## src/rtl/zero_cross_period.sv

```systemverilog
// zero_cross_period: hysteretic zero-crossing detector with lockout and fall-to-fall period measurement
//   clk, rst (async active-low)  | sample_en qualifies Vin (signed M-bit sample)
//   polarity: decided sign; rise_pulse/fall_pulse: one-cycle accepted crossing strobes
//   period/period_valid: samples between the last two falls; period_ovf: sticky counter saturation
//   Macro ZC_PERIOD_AVG_EN: period reports the mean of the last 4 measurements instead
module zero_cross_period #(
  parameter int M       = 14,
  parameter int HYST    = 64,
  parameter int CW      = 16,
  parameter int LOCKOUT = 8
) (
  input  logic                clk,
  input  logic                rst,
  input  logic                sample_en,
  input  logic signed [M-1:0] Vin,
  output logic                polarity,
  output logic                rise_pulse,
  output logic                fall_pulse,
  output logic [CW-1:0]       period,
  output logic                period_valid,
  output logic                period_ovf
);
  localparam int LW = $clog2(LOCKOUT + 1);
  localparam logic signed [M-1:0] HI_T = M'(HYST);
  localparam logic signed [M-1:0] LO_T = -HI_T;
  localparam logic [CW-1:0] MAX = '1;
  localparam logic [LW-1:0] LK = LW'(LOCKOUT);
  typedef enum logic [1:0] {INIT, POS, NEG} state_t;
  state_t state_q, state_d;
  logic [LW-1:0] lock_q, lock_d;
  logic [CW-1:0] per_q, per_d, period_q, period_d, meas;
  logic armed_q, armed_d, ovf_q, ovf_d, polarity_q, rise_q, fall_q, valid_q, valid_d;
  logic hi, lo, open, rise, fall, take;
`ifdef ZC_PERIOD_AVG_EN
  logic [CW-1:0] h0_q, h0_d, h1_q, h1_d, h2_q, h2_d;
  logic [1:0] cnt_q, cnt_d;
  logic [CW+1:0] sum;
`endif
  always_comb begin
    hi = Vin > HI_T;
    lo = Vin < LO_T;
    open = lock_q >= LK;
    rise = sample_en && state_q == NEG && hi && open;
    fall = sample_en && state_q == POS && lo && open;
    // the crossing sample itself is the first sample of the new period
    meas = (per_q == MAX) ? MAX : per_q + 1'b1;
    state_d = !sample_en ? state_q : rise ? POS : fall ? NEG :
              (state_q == INIT && hi) ? POS : (state_q == INIT && lo) ? NEG : state_q;
    lock_d = !sample_en ? lock_q : (rise || fall) ? '0 : (lock_q == LK) ? lock_q : lock_q + 1'b1;
    per_d = !sample_en ? per_q : fall ? '0 : meas;
    armed_d = armed_q | fall;
    ovf_d = ovf_q | (sample_en && per_q == MAX);
    take = fall && armed_q;
`ifdef ZC_PERIOD_AVG_EN
    h0_d = take ? meas : h0_q;
    h1_d = take ? h0_q : h1_q;
    h2_d = take ? h1_q : h2_q;
    cnt_d = (take && cnt_q != 2'd3) ? cnt_q + 2'd1 : cnt_q;
    sum = {2'b0, meas} + {2'b0, h0_q} + {2'b0, h1_q} + {2'b0, h2_q};
    // window is full only once three earlier measurements are held
    valid_d = take && cnt_q == 2'd3;
    period_d = valid_d ? sum[CW+1:2] : period_q;
`else
    valid_d = take;
    period_d = take ? meas : period_q;
`endif
  end
  always_ff @(posedge clk or negedge rst) begin
    if (!rst) begin
      state_q    <= INIT;
      lock_q     <= '0;
      per_q      <= '0;
      period_q   <= '0;
      armed_q    <= 1'b0;
      ovf_q      <= 1'b0;
      polarity_q <= 1'b0;
      rise_q     <= 1'b0;
      fall_q     <= 1'b0;
      valid_q    <= 1'b0;
`ifdef ZC_PERIOD_AVG_EN
      h0_q  <= '0;
      h1_q  <= '0;
      h2_q  <= '0;
      cnt_q <= '0;
`endif
    end else begin
      state_q    <= state_d;
      lock_q     <= lock_d;
      per_q      <= per_d;
      period_q   <= period_d;
      armed_q    <= armed_d;
      ovf_q      <= ovf_d;
      polarity_q <= state_d == POS;
      rise_q     <= rise;
      fall_q     <= fall;
      valid_q    <= valid_d;
`ifdef ZC_PERIOD_AVG_EN
      h0_q  <= h0_d;
      h1_q  <= h1_d;
      h2_q  <= h2_d;
      cnt_q <= cnt_d;
`endif
    end
  end
  assign polarity     = polarity_q;
  assign rise_pulse   = rise_q;
  assign fall_pulse   = fall_q;
  assign period       = period_q;
  assign period_valid = valid_q;
  assign period_ovf   = ovf_q;
endmodule

```

## config.mk

```make
export PLATFORM = sky130hd
export DESIGN_NAME = zero_cross_period
export DESIGN_NICKNAME = d
export VERILOG_FILES = /design/src/rtl/zero_cross_period.sv
export SDC_FILE = /design/constraint.sdc
export NUM_CORES = 1
export LEC_CHECK = 0
export ABC_AREA = 1
export CORE_MARGIN = 3
export CORE_UTILIZATION = 40
export CTS_CLUSTER_SIZE = 40
export DETAILED_ROUTE_END_ITERATION = 7
export SLEW_MARGIN = 15
export SYNTH_ARGS = -nofsm -noshare
export SYNTH_HDL_FRONTEND = slang
export SYNTH_SLANG_ARGS = --single-unit
```

## constraint.sdc

```tcl
create_clock -name clk -period 2.9 [get_ports clk]
set_input_delay 0.58 -clock clk [delete_from_list [all_inputs] [get_ports clk]]
set_output_delay 0.58 -clock clk [all_outputs]
set_load 0.01 [all_outputs]
```

Word-level counts from Yosys, hierarchy flattened
Index checks and enable logic that the tools add are counted.

Register bits after elaboration: 44. Latch bits: 0. Memory bits (writable): 0. ROM bits: 0. Input port bits: 17. Output and inout bits: 21. Word-level logic and storage cells: 45. Memories kept: 0.

Add/sub/neg operators: 2. Multipliers: 0. Divide/modulo/power cells: 0. Magnitude comparators: 3. Equality and inequality tests: 6. Shift-type cells: 0. Muxes and demuxes: 9. Bitwise operators: 2. Reduce and logical (&&, ||, !) cells: 13.

Operator list (count): 2-to-1 mux 16 bit (2); adder 16 x 1 -> 16 bit (second input constant) (1); equality test 16 bit (second input constant) (1); greater-than comparator 14 x 8 -> 1 bit (second input constant) (1); less-than comparator 14 x 7 -> 1 bit (second input constant) (1); logical AND 1 bit (10); 2-to-1 mux 2 bit (5); 2-to-1 mux 4 bit (2); adder 4 x 1 -> 4 bit (second input constant) (1); equality test 2 x 1 -> 1 bit (second input constant) (2); equality test 4 bit (second input constant) (1); greater-or-equal comparator 4 bit (second input constant) (1); equality test 2 bit (second input constant) (1); logical NOT 2 bit (1); != test 2 bit (second input constant) (1); OR 1 bit (2); AND reduction 2 bit (1); logical OR 1 bit (1).

Longest topological paths before layout
Gate-level depths: netlist of run 1.

Depth in word-level cells: 8. Gate-level depth with buffers: 10. Gate-level depth less buffers: 10.

Worst setup path before layout of run 1
No wires, ideal clock.

Path type: in2reg. Start: in sample_en. End: reg per_q[2]. Data arrival time: 1.486 ns. Data required time: 2.779 ns. Path slack: 1.293 ns. Cell stages on the path: 8. Cell sequence: buf_4 nand2_2 nor2_4 nand3_4 nand2_4 inv_2 buf_6 a22o_1.

Cells in the longest elaborated chain, start to end: 4.

Ends and longest elaborated chain: start, declared (RTL line 14) `input logic sample_en,`; logical AND 1 bit (3 in series) (RTL line 44) `fall = sample_en && state_q == POS && lo && open;`; 2-to-1 mux 16 bit (RTL line 50) `per_d = !sample_en ? per_q : fall ? '0 : meas;`; end signal, assigned (RTL line 89) `per_q <= per_d;`; end, declared (RTL line 31) `logic [CW-1:0] per_q, per_d, period_q, period_d, meas;`.

Parallel ways exist; a longest one is shown, timed or not. A chain may end at the register's enable or synchronous reset.

Worst setup path after layout of run 1
Start: in Vin[13]. End: reg lock_q[2].

Cells in the longest elaborated chain, start to end: 6.

Ends and longest elaborated chain: start, declared (RTL line 15) `input logic signed [M-1:0] Vin,`; greater-than comparator 14 x 8 -> 1 bit or less-than comparator 14 x 7 -> 1 bit (tied branches) (RTL line 40, 41); logical AND 1 bit, on equally long branches (2 in series) (RTL line 43, 44); logical OR 1 bit (*) (RTL line 49) `lock_d = !sample_en ? lock_q : (rise || fall) ? '0 : (lock_q == LK) ? lock_q : lock_q + 1'b1;`; != test 2 bit (no line); AND reduction 2 bit (no line); end signal, assigned (RTL line 88) `lock_q <= lock_d;`; end, declared (RTL line 30) `logic [LW-1:0] lock_q, lock_d;`.

Every way passes the cells marked *; elsewhere a longest branch is shown, timed or not.

==> run summary, run 1 <==
status: complete, no violations
CTS tree: built
maximum VDD drop: 0.000312 V
fraction of layout cells with a size suffix above 1: 10.9%
worst path required time: 3.09 ns
crit path kind: input port to flip-flop
Setup Buffers After CTS: 0
transition time of the tightest slew-check pin: 0.987 ns
Rows: 27
critical path peak fanout: 5
dominant synthesized flop cell: dfrtp_1
family with the most delay on the worst path: simple AND/OR/NAND/NOR gates
H-tree Lvls: 2
Critical Path Slowest Stage Cell: clkdlybuf4s50_1
synthesis-to-finish area growth: 21.3%
Max Transition Viols Final: 0
total grt overflow: 0
Reg clk slew, reported paths: 0.08 ns
core area: 5640 µm²
Detailed Route Iter0 Violations: 106
clock tree buffer depth: 2
worst path bufs/invs: 1
Crit. End Element: flip-flop
Worst-Skew Late Latency: 0.30 ns
clock skew: 0.00529 ns
post-synthesis instance area: 2390 µm²
post-synth top area share: 46.0%
CP arrival: 2.09 ns
Vias per Instance: 4.83
First-pass DRT Iterations: 4
Yosys warning total: 0
Inserted Clock Buffers: 5
EDFF count, synth: 0
Post-DP HPWL: 3.56 mm
Die Y: 83.3 µm
drt wl/cell: 12.3 µm
top-count cell post-synth: nand2_1
leakage: 0.00147 µW
Mapped Cells: 298
DRC: 0
post-route setup slack: 0.999 ns
Max-Cap Viols: 0
Root Driver: clkbuf_8
crit path cell chain: clkdlybuf4s50_1 > nor2_1 > nand2_1 > nor2_1 > nor2_1 > nand3_2 > nand3_1 > nand2_2 > nand2_1 > nand2_1
I/O Buffers: 37
number of global-route vias before repair: 1951
first-pass GRT wire length: 8.96 mm
r2r worst-path depth: 8
Synth area leaders: dfrtp_1 46%, nand2_1 17%, nor2_1 4.4%, inv_1 4.1%, nand3_1 3.8%
RSZ-0062 raised after global routing: false
Post-CTS Hold Fix Bufs: 0
Synth Area per Inst: 8.02 µm²
final critical-path required period: 1.90 ns
cts repair resizes: 0
Nets: 357
overall routing resource usage: 15.7%
routability cong.: 0.827
worst hold path class: input port to asynchronous set/reset pin
crit path launch type: input port
Final TNS setup: 0 ns
Setup-failing EPs final: 0
antenna violations before repair: 0
largest net degree at the start of global routing: 45
Max Clock Freq: 526 MHz
WL final: 5.05 mm
ys async rst share: 100%
most frequent cells after synthesis: 111 x nand2_1, 44 x dfrtp_1, 28 x nor2_1
I/O pin count: 38
Yosys cell types: 38
die footprint: 6940 µm²
Final Hold Fails: 0
pre-CTS setup slack: 0.669 ns
syn_nets: 318
Worst slew margin: 34.2%
via count: 1981
Tot Pwr: 1850 µW
power per cell area: 639 nW/µm²
biggest area consumer among synthesized cells: dfrtp_1
synthesized flop and latch total: 44
max incr delay on CP: 0.57 ns
die width: 83.3 µm
WP depth: 10
period utilisation layout: 65.6%
starting density of the core: 42.4%
post-synthesis sequential area ratio: 46.0%
Post-DRT Antenna Nets: 0
Antenna Cells: 0
fillers: 532
# clock sinks: 44
-- cell type report --
cell class / instances / area, µm² / area share, %
repair buffers: 39 / 380 / 13.1
multi-input cells: 218 / 1130 / 39.0
well taps: 72 / 90.1 / 3.10
flip-flops and latches: 44 / 1100 / 37.9
clock buffers: 8 / 90.1 / 3.10
inverters: 29 / 109 / 3.75
-- flip-flops by register name, indices dropped and copies added, names as in the netlist --
register      flops
rise_pulse        1
period_ovf        1
per_q            16
period           16
lock_q            4
fall_pulse        1
period_valid      1
state_q           2
armed_q           1
polarity          1
-- power by group --
group	internal (µW)	leakage [µW]	total [µW]	switching (µW)
Clock	195	0.0000455	400	205
Sequential	751	0.000578	867	116
Combinational	285	0.000850	587	302
Total	1230	0.00147	1850	623
-- per-stage QoR --
stage | util (%) | instance area (µm²) | hold slack (ns) | cells
2_1_floorplan | - | 2390 | 0.284 | 298
3_3_place_gp | 49.8 | 2810 | 0.465 | 402
3_5_place_dp | 49.8 | 2810 | 0.464 | 402
4_1_cts | 51.4 | 2900 | 0.482 | 410
5_1_grt | 51.4 | 2900 | 0.509 | 410
6_report | 51.4 | 2900 | 0.439 | 410
-- layout by cell type (no fill, tap or decap), types with 4 or more instances in the layout --
cell type / instances
o21ai_0: 7
clkdlybuf4s50_1: 36
clkbuf_8: 6
dfrtp_1: 44
nor2_1: 28
nand2_1: 111
o21ai_2: 4
o22ai_1: 4
inv_1: 26
nand3_1: 18
xor2_1: 6
-- worst register-to-register path: cells and delay by family (launching register included) --
| kind | cells | cell delay (ns) |
|---|---|---|
| AND/OR/NAND/NOR | 7 | 0.86 |
| adder cells (fa/ha/maj) | 1 | 0.21 |
| flip-flops | 1 | 0.43 |
-- path summary, 6_finish.rpt --
| check | startpoint | slack, ns | end |
|---|---|---|---|
| setup / recovery | Vin[13] | 1.0 | lock_q[2] |
| hold / removal | rst | 0.44 | period[9] |
| setup reg to reg | per_q[0] | 1.29 | per_q[10] |
| hold reg to reg | period[15] | 0.48 | period[15] |
| max in group asynchronous | rst | 1.84 | period[3] |
| min in group clk | period[15] | 0.48 | period[15] |
-- kinds of logic (layout without fill, tap and decap cells) --
| family | after synthesis | in the layout | share of synthesized area (%) |
|---|---|---|---|
| AOI/OAI and AO/OA | 22 | 22 | 6.02 |
| adders and majority gates | 3 | 3 | 1.57 |
| buffers and inverters | 36 | 76 | 6.65 |
| xor gates and xnor gates | 7 | 7 | 2.56 |
| and+or+nand+nor | 186 | 186 | 37.2 |
| DFF | 44 | 44 | 46.0 |
-- layer usage --
metal | vias up | GRT usage [%] | share of wire, % | wire length [µm]
met5 | - | 0 | 0 | 0
met4 | 0 | 5.79 | 2.0 | 101
met3 | 10 | 2.98 | 3.3 | 166
met2 | 26 | 24.7 | 46 | 2310
met1 | 918 | 21.4 | 49 | 2470
li1 | 1027 | - | - | -
Note: power is estimated with default switching activity, not from simulation.
==> inputs of run 2 (changes only) <==
==> constraint.sdc (replaced) <==
create_clock -name clk -period 2 [get_ports clk]
set_input_delay 0.4 -clock clk [delete_from_list [all_inputs] [get_ports clk]]
set_output_delay 0.4 -clock clk [all_outputs]
set_load 0.01 [all_outputs]
==> run 2 against run 1 <==
Global-route usage increased by 0.22 points. Register-to-register slack got worse by 0.91 ns. First-iteration DRC count decreased by 13%. Critical path depth decreased by 2. Clock power increased by 68%. Die area did not move. Final area increased by 2.5%. Non-clock buffer count grew 4. Flip-flop and latch count stayed put. Sequential power grew 45%. Final cell count grew 0.98%. Critical path type is now flip-flop to flip-flop. Critical endpoint is now per_q[10].
==> run summary, run 2 (synthesis results as in run 1) <==
I/O pin count: 38
total grt overflow: 0
Die Y: 83.3 µm
Max Clock Freq: 619 MHz
Final Hold Fails: 0
Detailed Route Iter0 Violations: 92
Crit. End Element: flip-flop
period utilisation layout: 80.8%
first-pass GRT wire length: 9.13 mm
worst path bufs/invs: 0
commonest non-fill, non-tap cell in the layout: nand2_1
leakage: 0.00151 µW
power per cell area: 943 nW/µm²
die footprint: 6940 µm²
CP arrival: 1.81 ns
number of global-route vias before repair: 2019
overall routing resource usage: 15.9%
fraction of layout cells with a size suffix above 1: 12.3%
Final TNS setup: 0 ns
# clock sinks: 44
Setup Buffers After CTS: 0
Inserted Clock Buffers: 5
H-tree Lvls: 2
Max-Cap Viols: 0
Util after Layout: 52.7%
crit path kind: flip-flop to flip-flop
fillers: 514
Worst-Skew Late Latency: 0.30 ns
Antenna Cells: 0
First-pass DRT Iterations: 4
most frequent cells in the layout: 111 x nand2_1, 44 x dfrtp_1, 36 x clkdlybuf4s50_1, 28 x nor2_1, 26 x inv_1
core area: 5640 µm²
Worst slew margin: 63.8%
drt wl/cell: 12.5 µm
via count: 1988
Rows: 27
crit path cell chain: ha_1 > nand2_2 > nor3_2 > and2_4 > or2_2 > nand3_1 > nand2_1 > nand2_1
Tot Pwr: 2810 µW
clock tree buffer depth: 2
Root Driver: clkbuf_8
largest net degree at the start of global routing: 24
Critical Path Slowest Stage Cell: dfrtp_1
routability cong.: 0.808
CP dominant cell by count: nand2_1
crit path launch type: flip-flop
antenna violations before repair: 0
Setup-failing EPs final: 0
final critical-path required period: 1.62 ns
starting density of the core: 42.4%
cts repair resizes: 0
transition time of the tightest slew-check pin: 0.544 ns
Post-DP HPWL: 3.82 mm
Reg clk slew, reported paths: 0.08 ns
synthesis-to-finish area growth: 24.4%
Vias per Instance: 4.80
I/O Buffers: 37
critical path peak fanout: 5
worst hold path class: input port to asynchronous set/reset pin
maximum VDD drop: 0.000569 V
worst path required time: 2.19 ns
max incr delay on CP: 0.45 ns
CTS tree: built
status: complete, no violations
family with the most delay on the worst path: simple AND/OR/NAND/NOR gates
RSZ-0062 raised after global routing: false
WL final: 5.19 mm
Nets: 361
Max Transition Viols Final: 0
clock skew: 0.00566 ns
Post-CTS Hold Fix Bufs: 0
DRC: 0
die width: 83.3 µm
Post-DRT Antenna Nets: 0
## run 2: power breakdown
part | total (µW) | switching, µW | internal [µW]
clock | 672 | 301 | 371
combinational | 869 | 445 | 424
sequential | 1260 | 176 | 1090
total | 2810 | 922 | 1880
## run 2: worst paths after layout
path                                  from    endpoint  slack (ns)  depth (start not counted)
worst min register to register  period[14]  period[14]        0.48                          2
max in group asynchronous              rst   period[3]        1.40                          2
worst min-delay path                   rst    per_q[9]        0.08                          1
worst max-delay path              per_q[0]   per_q[10]        0.38                          8
min in group clk                period[14]  period[14]        0.48                          2
worst max register to register    per_q[0]   per_q[10]        0.38                          8
## run 2: final cells by class
| type | count | area (µm²) | share of cell area [%] |
|---|---|---|---|
| flip-flops and latches | 44 | 1100 | 37.0 |
| multi-input cells | 218 | 1130 | 38.0 |
| well taps | 72 | 90.1 | 3.03 |
| repair buffers | 43 | 435 | 14.6 |
| clock buffers | 6 | 72.6 | 2.44 |
| clock inverters | 2 | 35.0 | 1.18 |
| inverters | 29 | 109 | 3.66 |
## run 2: metrics by stage
step | hold WS (ns) | worst slack (ns) | std cells | cell area (µm²)
after floorplan | 0.104 | 0.539 | 298 | 2390
after global placement | 0.415 | 0.0383 | 406 | 2870
after detailed placement | 0.418 | 0.0699 | 406 | 2870
after CTS | 0.0915 | 0.370 | 414 | 2970
after global routing | 0.115 | 0.180 | 414 | 2970
final | 0.0807 | 0.384 | 414 | 2970
## run 2: metal layers
| metal | GRT usage (%) | vias to the layer above | wire [µm] |
|---|---|---|---|
| li1 | - | 1024 | - |
| met1 | 19.5 | 937 | 2370 |
| met2 | 27.9 | 21 | 2620 |
| met3 | 3.47 | 6 | 145 |
| met4 | 4.75 | 0 | 63 |
| met5 | 0 | - | 0 |
